## config.mk

```make
export PLATFORM = sky130hd
export DESIGN_NAME = calc_sequencer
export DESIGN_NICKNAME = d
export VERILOG_FILES = /design/src/rtl/calc_sequencer.sv
export SDC_FILE = /design/constraint.sdc
export NUM_CORES = 1
export LEC_CHECK = 0
export CORE_MARGIN = 3
export CORE_UTILIZATION = 61
export CTS_CLUSTER_SIZE = 30
export DETAILED_ROUTE_END_ITERATION = 16
export MAX_ROUTING_LAYER = met4
export PLACE_DENSITY = 0.81
export SLEW_MARGIN = 20
export SYNTH_ARGS = -nofsm -noshare
export SYNTH_HDL_FRONTEND = slang
export SYNTH_SLANG_ARGS = --single-unit
```

## constraint.sdc

```tcl
create_clock -name Clock -period 4.85 [get_ports Clock]
set_clock_uncertainty 0.05 [all_clocks]
set_input_delay 1.2125 -clock Clock [delete_from_list [all_inputs] [get_ports Clock]]
set_output_delay 1.2125 -clock Clock [all_outputs]
set_load 0.02 [all_outputs]
```

## src/rtl/calc_sequencer.sv

```systemverilog
// calc_sequencer: keypad sequencer for the two-digit calculator.
// Collects A, operator and B as BCD digits, computes A+B or A-B, and
// converts the result to hundreds/tens/units with a repeated-subtraction
// loop. It then drives the display decoder from registered outputs.
module calc_sequencer #(
    parameter logic [3:0] CODE_ADD = 4'd10,
    parameter logic [3:0] CODE_SUB = 4'd11,
    parameter logic [3:0] CODE_EQ  = 4'd12,
    parameter logic [3:0] CODE_CLR = 4'd13
) (
    input  logic       Clock,
    input  logic       Reset,
    input  logic       KeyValid,
    input  logic [3:0] KeyCode,
    output logic [1:0] state,
    output logic [3:0] Units,
    output logic [3:0] Tens,
    output logic [1:0] Hundreds,
    output logic       Zero,
    output logic       Overflow,
    output logic       Busy
);

    typedef enum logic [1:0] {
        ST_ENTRY_A = 2'b00,
        ST_ENTRY_B = 2'b01,
        ST_CALC    = 2'b10,
        ST_RESULT  = 2'b11
    } state_t;

    state_t state_q, state_d;

    // Operands as BCD digit pairs, operator (1 = subtract)
    logic [3:0] a_tens_q, a_tens_d, a_units_q, a_units_d;
    logic [3:0] b_tens_q, b_tens_d, b_units_q, b_units_d;
    logic       op_sub_q, op_sub_d;

    // Conversion working registers
    logic signed [8:0] r_q, r_d;
    logic [1:0]        h_q, h_d;
    logic [3:0]        t_q, t_d;
    logic              calc_init_q, calc_init_d;

    // Registered display outputs
    logic [3:0] units_q, units_d, tens_q, tens_d;
    logic [1:0] hund_q, hund_d;
    logic       zero_q, zero_d, ovf_q, ovf_d, busy_q, busy_d;

    // Decoded key classes
    logic key_digit, key_op, key_eq, key_clr;
    logic signed [8:0] calc_val;

    // Binary value of a two-digit BCD operand
    function automatic logic signed [8:0] bcd_val(input logic [3:0] tens,
                                                  input logic [3:0] units);
        logic [8:0] v;
        v = ({5'd0, tens} * 9'd10) + {5'd0, units};
        return $signed(v);
    endfunction

    // Sum or difference of the two operands
    function automatic logic signed [8:0] arith(input logic [3:0] at,
                                                input logic [3:0] au,
                                                input logic [3:0] bt,
                                                input logic [3:0] bu,
                                                input logic       sub);
        if (sub) begin
            return bcd_val(at, au) - bcd_val(bt, bu);
        end
        return bcd_val(at, au) + bcd_val(bt, bu);
    endfunction

    // Key decode
    always_comb begin
        key_digit = KeyValid && (KeyCode <= 4'd9);
        key_op    = KeyValid && ((KeyCode == CODE_ADD) || (KeyCode == CODE_SUB));
        key_eq    = KeyValid && (KeyCode == CODE_EQ);
        key_clr   = KeyValid && (KeyCode == CODE_CLR);
        calc_val  = arith(a_tens_q, a_units_q, b_tens_q, b_units_q, op_sub_q);
    end

    // Next-state and next-output logic
    always_comb begin
        state_d     = state_q;
        a_tens_d    = a_tens_q;
        a_units_d   = a_units_q;
        b_tens_d    = b_tens_q;
        b_units_d   = b_units_q;
        op_sub_d    = op_sub_q;
        r_d         = r_q;
        h_d         = h_q;
        t_d         = t_q;
        calc_init_d = 1'b0;
        units_d     = units_q;
        tens_d      = tens_q;
        hund_d      = hund_q;
        zero_d      = zero_q;
        ovf_d       = ovf_q;

        case (state_q)
            ST_ENTRY_A: begin
                if (key_digit) begin
                    // Shift in only while the tens slot is still empty
                    if (a_tens_q == 4'd0) begin
                        a_tens_d  = a_units_q;
                        a_units_d = KeyCode;
                        tens_d    = a_units_q;
                        units_d   = KeyCode;
                        zero_d    = (a_units_q == 4'd0) && (KeyCode == 4'd0);
                    end
                end else if (key_op) begin
                    op_sub_d  = (KeyCode == CODE_SUB);
                    b_tens_d  = 4'd0;
                    b_units_d = 4'd0;
                    state_d   = ST_ENTRY_B;
                    units_d   = 4'd0;
                    tens_d    = 4'd0;
                    zero_d    = 1'b1;
                end
            end

            ST_ENTRY_B: begin
                if (key_digit) begin
                    if (b_tens_q == 4'd0) begin
                        b_tens_d  = b_units_q;
                        b_units_d = KeyCode;
                        tens_d    = b_units_q;
                        units_d   = KeyCode;
                        zero_d    = (b_units_q == 4'd0) && (KeyCode == 4'd0);
                    end
                end else if (key_op) begin
                    op_sub_d = (KeyCode == CODE_SUB);
                end else if (key_eq) begin
                    state_d     = ST_CALC;
                    calc_init_d = 1'b1;
                end
            end

            ST_CALC: begin
                if (calc_init_q) begin
                    // First cycle: form R; a negative result finishes at once
                    h_d = 2'd0;
                    t_d = 4'd0;
                    r_d = calc_val;
                    if (calc_val < 9'sd0) begin
                        state_d = ST_RESULT;
                        units_d = 4'd0;
                        tens_d  = 4'd0;
                        hund_d  = 2'd0;
                        zero_d  = 1'b0;
                        ovf_d   = 1'b1;
                    end
                end else if (r_q >= 9'sd100) begin
                    r_d = r_q - 9'sd100;
                    h_d = h_q + 2'd1;
                end else if (r_q >= 9'sd10) begin
                    r_d = r_q - 9'sd10;
                    t_d = t_q + 4'd1;
                end else begin
                    // Remainder is the units digit; commit to the display
                    state_d = ST_RESULT;
                    units_d = r_q[3:0];
                    tens_d  = t_q;
                    hund_d  = h_q;
                    ovf_d   = 1'b0;
                    zero_d  = (h_q == 2'd0) && (t_q == 4'd0) && (r_q[3:0] == 4'd0);
                end
            end

            ST_RESULT: begin
                if (key_digit) begin
                    // A fresh digit starts a new calculation
                    a_tens_d  = 4'd0;
                    a_units_d = KeyCode;
                    b_tens_d  = 4'd0;
                    b_units_d = 4'd0;
                    state_d   = ST_ENTRY_A;
                    units_d   = KeyCode;
                    tens_d    = 4'd0;
                    hund_d    = 2'd0;
                    ovf_d     = 1'b0;
                    zero_d    = (KeyCode == 4'd0);
                end else if (key_op && !ovf_q && (hund_q == 2'd0)) begin
                    // Chain: a two-digit result becomes operand A
                    a_tens_d  = tens_q;
                    a_units_d = units_q;
                    op_sub_d  = (KeyCode == CODE_SUB);
                    b_tens_d  = 4'd0;
                    b_units_d = 4'd0;
                    state_d   = ST_ENTRY_B;
                    units_d   = 4'd0;
                    tens_d    = 4'd0;
                    zero_d    = 1'b1;
                end
            end

            default: state_d = ST_ENTRY_A;
        endcase

        // Clear behaves like reset everywhere except during conversion
        if (key_clr && (state_q != ST_CALC)) begin
            state_d   = ST_ENTRY_A;
            a_tens_d  = 4'd0;
            a_units_d = 4'd0;
            b_tens_d  = 4'd0;
            b_units_d = 4'd0;
            op_sub_d  = 1'b0;
            units_d   = 4'd0;
            tens_d    = 4'd0;
            hund_d    = 2'd0;
            zero_d    = 1'b1;
            ovf_d     = 1'b0;
        end

        busy_d = (state_d == ST_CALC);
    end

    // State, operand, working and output registers
    always_ff @(posedge Clock) begin
        if (Reset) begin
            state_q     <= ST_ENTRY_A;
            a_tens_q    <= 4'd0;
            a_units_q   <= 4'd0;
            b_tens_q    <= 4'd0;
            b_units_q   <= 4'd0;
            op_sub_q    <= 1'b0;
            r_q         <= 9'sd0;
            h_q         <= 2'd0;
            t_q         <= 4'd0;
            calc_init_q <= 1'b0;
            units_q     <= 4'd0;
            tens_q      <= 4'd0;
            hund_q      <= 2'd0;
            zero_q      <= 1'b1;
            ovf_q       <= 1'b0;
            busy_q      <= 1'b0;
        end else begin
            state_q     <= state_d;
            a_tens_q    <= a_tens_d;
            a_units_q   <= a_units_d;
            b_tens_q    <= b_tens_d;
            b_units_q   <= b_units_d;
            op_sub_q    <= op_sub_d;
            r_q         <= r_d;
            h_q         <= h_d;
            t_q         <= t_d;
            calc_init_q <= calc_init_d;
            units_q     <= units_d;
            tens_q      <= tens_d;
            hund_q      <= hund_d;
            zero_q      <= zero_d;
            ovf_q       <= ovf_d;
            busy_q      <= busy_d;
        end
    end

    assign state    = state_q;
    assign Units    = units_q;
    assign Tens     = tens_q;
    assign Hundreds = hund_q;
    assign Zero     = zero_q;
    assign Overflow = ovf_q;
    assign Busy     = busy_q;

endmodule

```

==> summary.md <==
| Metric | Value |
|---|---|
| Critical path fanouts, max | `9` |
| Row count | `28` |
| Top post-synthesis cells by area | `dfxtp_1 25%, ha_1 13%, nor2_1 5.7%, nand2_1 5.2%, a21oi_1 3.9%` |
| Worst slew margin | `0.300` |
| Crit path launch type | `flip-flop` |
| First-pass GRT wire length | `16900 um` |
| Post-CTS Resized | `0` |
| HPWL after detailed placement | `7630 um` |
| Overall Global Routing Usage | `0.293` |
| Fill count | `518` |
| Worst-path clk slew | `approximately 80 ps` |
| Critical path cell sequence | `ha_1 -> ha_1 -> a21oi_1 -> nand2_1 -> xnor2_1 -> and3b_1 -> nor2_1 -> xor2_1 -> ha_1 -> o21a_1 -> o41a_1 -> o31ai_4 -> o21a_4 -> mux2i_1` |
| TNS Setup | `0 ps` |
| Yosys reg bits | `48` |
| Critical Path RT | `5040 ps` |
| Maximum vdd drop | `0.000471 V` |
| RSZ-0062 raised after global routing | `false` |
| Die area | `between 0.007 and 0.008 mm2` |
| Critical setup path kind | `reg -> reg` |
| Synth top area share | `0.249` |
| Vias in the first global route | `3527` |
| Int Pwr | `1.03 mW` |
| Clk buf depth | `2` |
| Clk root buf | `clkbuf_8` |
| Post-Syn Instances | `between 400 and 500` |
| Sequential Power Share | `0.280` |
| Number of diodes | `0` |
| Synth warnings | `0` |
| R2R setup slack | `860 ps` |
| Nets | `around 550` |
| EDFF count, synth | `0` |
| Core ar. | `approximately 0.006 mm2` |
| Initial antenna violation count | `0` |
| Worst-Margin Slew | `1050 ps` |
| Clock Latency Late Sink | `310 ps` |
| Combinational Power Share | `0.591` |
| Slowest CP cell | `o31ai_4` |
| Crit. End Element | `flip-flop` |
| Outcome | `finished clean` |
| Htree depth | `2` |
| Synth Cell Area | `0.00386 mm2` |
| Layout cells sized above 1 | `0.0436` |
| Final Max Slew Viols | `0` |
| Clock power frac | `0.129` |
| Avg Cell Area, Syn | `7.81 um2` |
| CTS tree | `built` |
| Synth Flop Type | `dfxtp_1` |
| Sequential area share after synthesis | `0.249` |
| Routability cong. | `approximately 0.95` |
| Placed Cells incl. Taps | `572` |
| Register area | `961 um2` |
| Antenna viol nets, final | `0` |
| Routed len/inst | `around 17 um` |
| Post-Layout Cell Count | `580` |
| Max-cap viol count | `0` |
| DRT Pass-1 Iters | `5` |
| Synth async-reset ratio | `0` |
| Min-delay worst type | `reg -> reg` |
| Most frequent cell after synthesis | `nor2_1` |
| # hold bufs at CTS | `0` |
| Multi-input logic area | `0.00269 mm2` |
| Synth Net Count | `544` |
| Slowest stage delay, CP | `470 ps` |
| PwrDens | `458 mW/mm2` |
| GRT overflow | `0` |
| TritonCTS Sinks | `48` |
| Vias/cell | `6.39` |
| Cell mode on critical path | `ha_1` |
| Routed WL | `9970 um` |
| Initial Util | `0.640` |
| Die Wd | `approximately 86 um` |
| Switch Pwr | `roughly 880 uW` |
| CTS Buf Count | `5` |
| DRT iter0 DRCs | `339` |
| DR DRC count | `0` |
| Top post-synthesis cells by count | `59 x nor2_1, 53 x nand2_1, 48 x dfxtp_1, 39 x ha_1` |
| Final setup viols | `0` |
| Period utilization | `0.823` |
| Largest net degree at the start of global routing | `20` |
| Switching share of total power | `0.460` |
| DR vias | `between 3k and 4k` |
| Yosys top cell by area | `dfxtp_1` |
| Final min period | `3990 ps` |
| Die height | `85.5 um` |
| Library cells used by synthesis | `66` |
| Critical path arrival | `4180 ps` |
| I/O pin cnt | `22` |
| Max Fclk | `about 0.25 GHz` |
| Post-CTS setup buffer count | `0` |
| IO Port Bufs | `21` |
| Leakage | `around 1.7 nW` |
| Area Growth Syn to Fin | `8.50%` |
| Final Hold Fails | `0` |
-- per-stage QoR --
step	hold slack [ps]	area (um2)	util	power [mW]	worst slack, ps
6_report	443	4180	0.694	1.92	858
5_1_grt	462	4180	0.694	2.09	546
4_1_cts	445	4180	0.694	1.91	882
3_5_place_dp	424	4090	0.679	1.66	819
3_3_place_gp	422	4090	0.679	1.64	943
2_1_floorplan	412	3860	-	1.36	1300
-- flip-flops by register name, indices dropped and copies added (netlist names) --
signal / flops
a_tens_q: 4
b_units_q: 4
op_sub_q: 1
r_q: 9
t_q: 4
a_units_q: 4
Units: 4
Tens: 4
state: 2
calc_init_q: 1
Overflow: 1
Busy: 1
b_tens_q: 4
h_q: 2
Zero: 1
Hundreds: 2
-- routing by layer --
metal | GRT usage | vias to the layer above | part of all wire | wire [um]
met5 | - | - | 0 | 0
met4 | 0.106 | 0 | 0.026 | 256
met3 | 0.0403 | 23 | 0.061 | 610
met2 | 0.469 | 129 | 0.46 | 4630
met1 | 0.379 | 1747 | 0.45 | 4470
li1 | - | 1810 | - | -
-- critical path: cells and delay by family, from the launching register on --
kind                     cells  cell delay, ps
AO/OA/AOI/OAI                5            1450
XOR/XNOR                     2             510
adder cells (fa/ha/maj)      3             940
flip-flops                   1             420
multiplexers                 1             170
AND/OR/NAND/NOR              3             380
-- cell usage in the layout (no fill, tap or decap), types with 5 or more instances in the layout --
| master | n |
|---|---|
| a211oi_1 | 8 |
| a21o_1 | 9 |
| a21oi_1 | 30 |
| a31oi_1 | 13 |
| a32oi_1 | 7 |
| clkbuf_8 | 6 |
| clkdlybuf4s50_1 | 21 |
| dfxtp_1 | 48 |
| ha_1 | 39 |
| inv_1 | 30 |
| mux2i_1 | 6 |
| nand2_1 | 53 |
| nand3_1 | 10 |
| nor2_1 | 59 |
| nor2b_1 | 10 |
| nor3_1 | 16 |
| nor4_1 | 7 |
| o211a_1 | 7 |
| o211ai_1 | 8 |
| o21ai_0 | 21 |
| or3_1 | 5 |
| xnor2_1 | 8 |
| xor2_1 | 12 |
-- worst paths after layout --
path	start	endpoint	depth (start not counted)
max	b_tens_q[2]	Overflow	14
min	Overflow	Overflow	2
max reg2reg	b_tens_q[2]	Overflow	14
min reg2reg	Overflow	Overflow	2
-- logic make-up (layout without fill, tap and decap cells) --
logic type,Yosys count,count (layout),synth area share
buf+inv,51,62,0.0522
simple gates,186,186,0.229
xor+xnor,21,21,0.0496
flops,48,48,0.249
compound gates,137,137,0.251
mux,7,7,0.0185
fa+ha+maj,44,44,0.150
-- final cells by class --
type | count | area share
Timing Repair Buffer | 24 | 0.0556
Inverter | 30 | 0.0269
Clock buffer | 8 | 0.0215
Tap cell | 75 | 0.0224
Multi-Input combinational cell | 395 | 0.644
Sequential cell | 48 | 0.230
-- power by group through the flow --
stage / logic, mW / clock network [mW] / registers, mW
after floorplan: 0.814 / 0 / 0.549
after global placement: 1.10 / 0 / 0.538
after detailed placement: 1.12 / 0 / 0.543
after CTS: 1.12 / 0.249 / 0.534
after global routing: 1.28 / 0.264 / 0.544
final: 1.13 / 0.247 / 0.536
Power figures use the tool's default switching activity.
==> edit 1: new RTL, same flow settings <==
Take the reset off `t_q` and load it in a clocked block of its own.
--- a/src/rtl/calc_sequencer.sv
+++ b/src/rtl/calc_sequencer.sv
@@ -227,5 +227,4 @@
             r_q         <= 9'sd0;
             h_q         <= 2'd0;
-            t_q         <= 4'd0;
             calc_init_q <= 1'b0;
             units_q     <= 4'd0;
@@ -244,5 +243,4 @@
             r_q         <= r_d;
             h_q         <= h_d;
-            t_q         <= t_d;
             calc_init_q <= calc_init_d;
             units_q     <= units_d;
@@ -255,4 +253,8 @@
     end
 
+    always_ff @(posedge Clock) begin
+        t_q <= t_d;
+    end
+
     assign state    = state_q;
     assign Units    = units_q;
Formal check against the unedited RTL: same outputs for any inputs over 4 cycles, from zero or initial values and one cycle with Reset high; that may be too few to reach the edited logic, so the function may still have changed.
==> edit 1 against the unedited design <==
Area after synthesis shrank 1.0%. Setup slack lost 0.28 ns. Design area fell by 1.6%. Non-clock buffer count stayed put. Sequential cell count is the same. Routed wire length decreased by 6.9%.
Power is not compared: it rests on default switching activity, and its combinational part moved more than twofold at a synthesized area within 25%.
==> edit 1: results (changes against the unedited design) <==
share of cells above drive strength 1=5.97% (+1.6 points); multiplexer share of the synthesized area=1.34% (-0.51 points); wire length on met1=4050 microns (-9.4%); sequential cell area share=24.3% (+1.3 points); GPL Wtd Cong=0.892 (-6.6%); Synth cell types=60 (-9.1%); vias in the first global route=3,386 (-4.0%); CP max stage delay=0.41 ns (-0.06 ns); met2 usage=45.2% (-1.7 points); synthesized-area fraction occupied by adder cells=14.9% (-0.17 points); predominant post-synthesis flop cell=dfxtp_1; met1 GRT Util=35.8% (-2.0 points); Clock power frac=22.6%; area of the multi-input gates=0.00258 sq mm (-4.4%); DR WL/cell=16.5 microns (-3.7%); ranking of synthesized cells by area=dfxtp_1, ha_1, a21oi_1; 1st-iter DRT viols=264 (-22%); Worst-Margin Slew=0.726 ns (-0.320 ns); crit path time final=4.27 ns (+0.279 ns); Synth Area in Compound Gates=24.1% (-0.98 points); worst reg-to-reg path cell count=15 (+1); vias post-DR=3,544 (-4.4%); worst reg-to-reg setup slack=0.58 ns (-0.28 ns); sequential fraction of the synthesis area=26.2% (+1.3 points); pre-CTS setup slack=0.634 ns (-0.185 ns); Clock Path Buffers=2 (unchanged); max FFs per register=9 (unchanged); crit path max-delay cell type=fa_1; initial antenna violation count=0 (unchanged); Final clock-cell share=2.61% (+0.46 points); buffering overhead=5.65% (+0.091 points); uppermost layer routed=met4; outcome=finished, final reports clean; Sink Count=48 (unchanged); DPL Wire Length=7040 microns (-7.8%); GRT Total Usage=28.0% (-1.3 points); Worst-Skew Late Latency=0.31 ns (about the same); Setup crit end=Tens[0]$_SDFFE_PP0P_; number of synthesized flops with an enable pin=4 (+4); fillers=497 (-4.1%); xor/xnor share of the synthesized area=5.51% (+0.54 points); WP data arrival=4.45 ns (+0.27 ns); largest net degree at the start of global routing=37 (+85%); top post-synthesis cells by count=nor2_1, a21oi_1, dfxtp_1; multi-input gates=378 (-4.3%); Met2 Wirelength=4430 microns (-4.3%); crit-path max FO=10 (+1); Detailed Routing Iterations Pass 1=7 (+2); M3 GR Usage=3.59% (-0.44 points); CP startpoint=b_tens_q[0]$_SDFFE_PP0P_; clk_buf instances=6 (-2); first-pass GRT wire length=16,200 microns (-3.9%); non-clock inverter count=28 (-6.7%); Post-CTS Setup Bufs=0 (unchanged); Buffers excl. clock=24 (unchanged); Met3 Wirelength=509 microns (-17%); Mapped Nets=529 (-2.8%)
edit 1: cell types whose count changed after synthesis, sizes merged, moves of 5 or more:
cell / unedited run / this run
a21oi: 30 / 46
nor3: 16 / 5
nand2: 53 / 43
o211a: 7 / 0
o211ai: 8 / 2
a311oi: 4 / 9
nand2b: 4 / 9
or3: 6 / 1
edit 1: critical path: cells and delay by family, from the launching register on:
kind / cells / cell delay (ns)
xor gates and xnor gates: 3 / 0.78
adders and majority gates: 3 / 0.99
DFF: 1 / 0.36
and+or+nand+nor: 2 / 0.53
AOI/OAI and AO/OA: 7 / 1.49
edit 1: worst min-delay path by stage:
| stage | to | slack (ns) | from | depth (start not counted) |
|---|---|---|---|---|
| floorplan | Hundreds[1]$_SDFFE_PP0P_ | 0.41 | h_q[1]$_SDFFE_PP0P_ | 2 |
| global placement | Hundreds[1]$_SDFFE_PP0P_ | 0.42 | Hundreds[1]$_SDFFE_PP0P_ | 2 |
| detailed placement | Overflow$_SDFFE_PP0P_ | 0.42 | Overflow$_SDFFE_PP0P_ | 2 |
| CTS | Overflow$_SDFFE_PP0P_ | 0.44 | Overflow$_SDFFE_PP0P_ | 2 |
| global route | Hundreds[1]$_SDFFE_PP0P_ | 0.47 | Hundreds[1]$_SDFFE_PP0P_ | 2 |
| finish | Overflow$_SDFFE_PP0P_ | 0.43 | Overflow$_SDFFE_PP0P_ | 2 |
edit 1: stage by stage:
stage | hold WS [ns] | instance area, sq um | instances | utilization [%]
after floorplan | 0.409 | 3820 | 480 | -
after global placement | 0.417 | 4010 | 553 | 66.9
after detailed placement | 0.424 | 4010 | 553 | 66.9
after CTS | 0.436 | 4120 | 561 | 68.7
after global routing | 0.468 | 4120 | 561 | 68.7
final | 0.432 | 4120 | 561 | 68.7
==> edit 2: new RTL, same settings <==
Without the edit above. The output `Busy` loses its register stage (`busy_q` becomes a continuous assignment).
--- a/src/rtl/calc_sequencer.sv
+++ b/src/rtl/calc_sequencer.sv
@@ -234,5 +234,4 @@
             zero_q      <= 1'b1;
             ovf_q       <= 1'b0;
-            busy_q      <= 1'b0;
         end else begin
             state_q     <= state_d;
@@ -251,7 +250,8 @@
             zero_q      <= zero_d;
             ovf_q       <= ovf_d;
-            busy_q      <= busy_d;
         end
     end
+
+    assign busy_q = busy_d;
 
     assign state    = state_q;
Behaviour: not the same (Yosys sat finds a counterexample within 4 cycles, from zero or initial values and one cycle with Reset high).
==> edit 2 against the unedited design <==
The flow now finishes with violations (negative setup slack). Hold slack got worse by 0.026 ns. Setup slack got worse by 1.6 ns. Synthesized cell count fell by 1.0%. Clock power rose by 24%. Die area fell by 0.13%. Design area rose by 20%. Area after synthesis fell by 0.13%. Critical path depth rose by 5. Sequential cell count fell by 1. Routed wire length rose by 20%. Total power fell by 1.4%. Critical path type is now flop to output port. Largest power group unchanged.
==> edit 2: results (changes against the unedited design) <==
worst reg-to-reg path cell count=20 (+6); wire length on met1=4970 microns (+11%); multiplexer share of the synthesized area=1.85% (+0.0024 points); crit-path max FO=4 (-5); CP startpoint=b_tens_q[0]$_SDFFE_PP0P_; DR WL/cell=18.4 microns (+6.9%); vias per std cell=6.47 (+1.1%); ranking of synthesized cells by area=dfxtp_1, ha_1, nor2_1; Detailed Routing Iterations Pass 1=5 (unchanged); failing checks=negative setup slack; M3 GR Usage=5.53% (+1.5 points); GPL Wtd Cong=0.953 (-0.18%); critical path's top delay family=simple AND/OR/NAND/NOR gates; share of cells above drive strength 1=24.9% (+21 points); Worst-Margin Slew=0.694 ns (-0.351 ns); met1 GRT Util=40.1% (+2.2 points); Internal Power=1.13 mW (+9.7%); layout net count=623 (+12%); vias in the first global route=4,000 (+13%); mean post-synth cell area=7.88 sq um (+0.89%); placed instance area=0.00466 sq mm (+14%); pre-CTS setup slack=-0.978 ns (-1.80 ns); top post-synthesis cells by count=nor2_1, dfxtp_1, a21oi_1, ha_1, nand2_1; largest net degree at the start of global routing=31 (+55%); sequential fraction of the synthesis area=24.4% (-0.49 points); setup_tns=-0.710 ns (-0.710 ns); Synth cell types=63 (-4.5%); Met2 Wirelength=5780 microns (+25%); final setup fails=1 (+1); Met3 Wirelength=801 microns (+31%); leakage=2.02 nW (+19%); Final WS setup=-0.710 ns (-1.57 ns); Post-CTS Setup Bufs=4 (+4); met2 usage=55.4% (+8.5 points); Setup crit end=Busy; Critical R2R Capture=Units[2]$_SDFFE_PP0P_; peak supply drop=0.444 mV (-5.7%); GRT Total Usage=33.2% (+3.9 points); synthesized-area fraction occupied by adder cells=14.4% (-0.60 points); Synth Area in Compound Gates=26.2% (+1.1 points); post-cts resize count=34 (+34); outcome=complete, but fails checks; worst reg-to-reg setup slack=0.31 ns (-0.55 ns)
edit 2: power groups by stage:
stage / logic [mW] / registers, mW / clock network [mW]
after CTS: 1.07 / 0.469 / 0.307
final: 1.12 / 0.469 / 0.306
after global placement: 0.974 / 0.473 / 0
after global routing: 1.20 / 0.474 / 0.322
after floorplan: 0.613 / 0.507 / 0
after detailed placement: 1.00 / 0.475 / 0
edit 2: how the worst min path moves through the flow:
| stage | slack, ns | start | to |
|---|---|---|---|
| floorplan | 0.43 | h_q[1]$_SDFFE_PP0P_ | h_q[1]$_SDFFE_PP0P_ |
| global placement | 0.40 | Zero$_SDFFE_PP1P_ | Zero$_SDFFE_PP1P_ |
| detailed placement | 0.41 | Zero$_SDFFE_PP1P_ | Zero$_SDFFE_PP1P_ |
| CTS | 0.42 | Zero$_SDFFE_PP1P_ | Zero$_SDFFE_PP1P_ |
| global route | 0.45 | Zero$_SDFFE_PP1P_ | Zero$_SDFFE_PP1P_ |
| finish | 0.42 | Zero$_SDFFE_PP1P_ | Zero$_SDFFE_PP1P_ |
edit 2: final cells by class:
type	count	area [sq um]
clock buffer	6	82.6
multi-input combinational	391	2920
fill	381	1020
tap	75	93.8
timing repair buffer	102	820
inverter	27	101
clock inverter	2	35.0
sequential	47	948
edit 2: worst reg2reg max path: cells and delay by family, from the launching register on:
kind / cells / cell delay [ns]
adders and majority gates: 3 / 1.03
AOI/OAI and AO/OA: 6 / 0.99
and+or+nand+nor: 5 / 0.91
buffers and inverters: 3 / 0.43
xor gates and xnor gates: 2 / 0.39
DFF: 1 / 0.38
muxes: 1 / 0.26
edit 2: cell families after synthesis:
family	after synthesis
and+or+nand+nor	169
AOI/OAI and AO/OA	147
buffers and inverters	51
DFF	47
adders and majority gates	42
xor gates and xnor gates	26
muxes	7
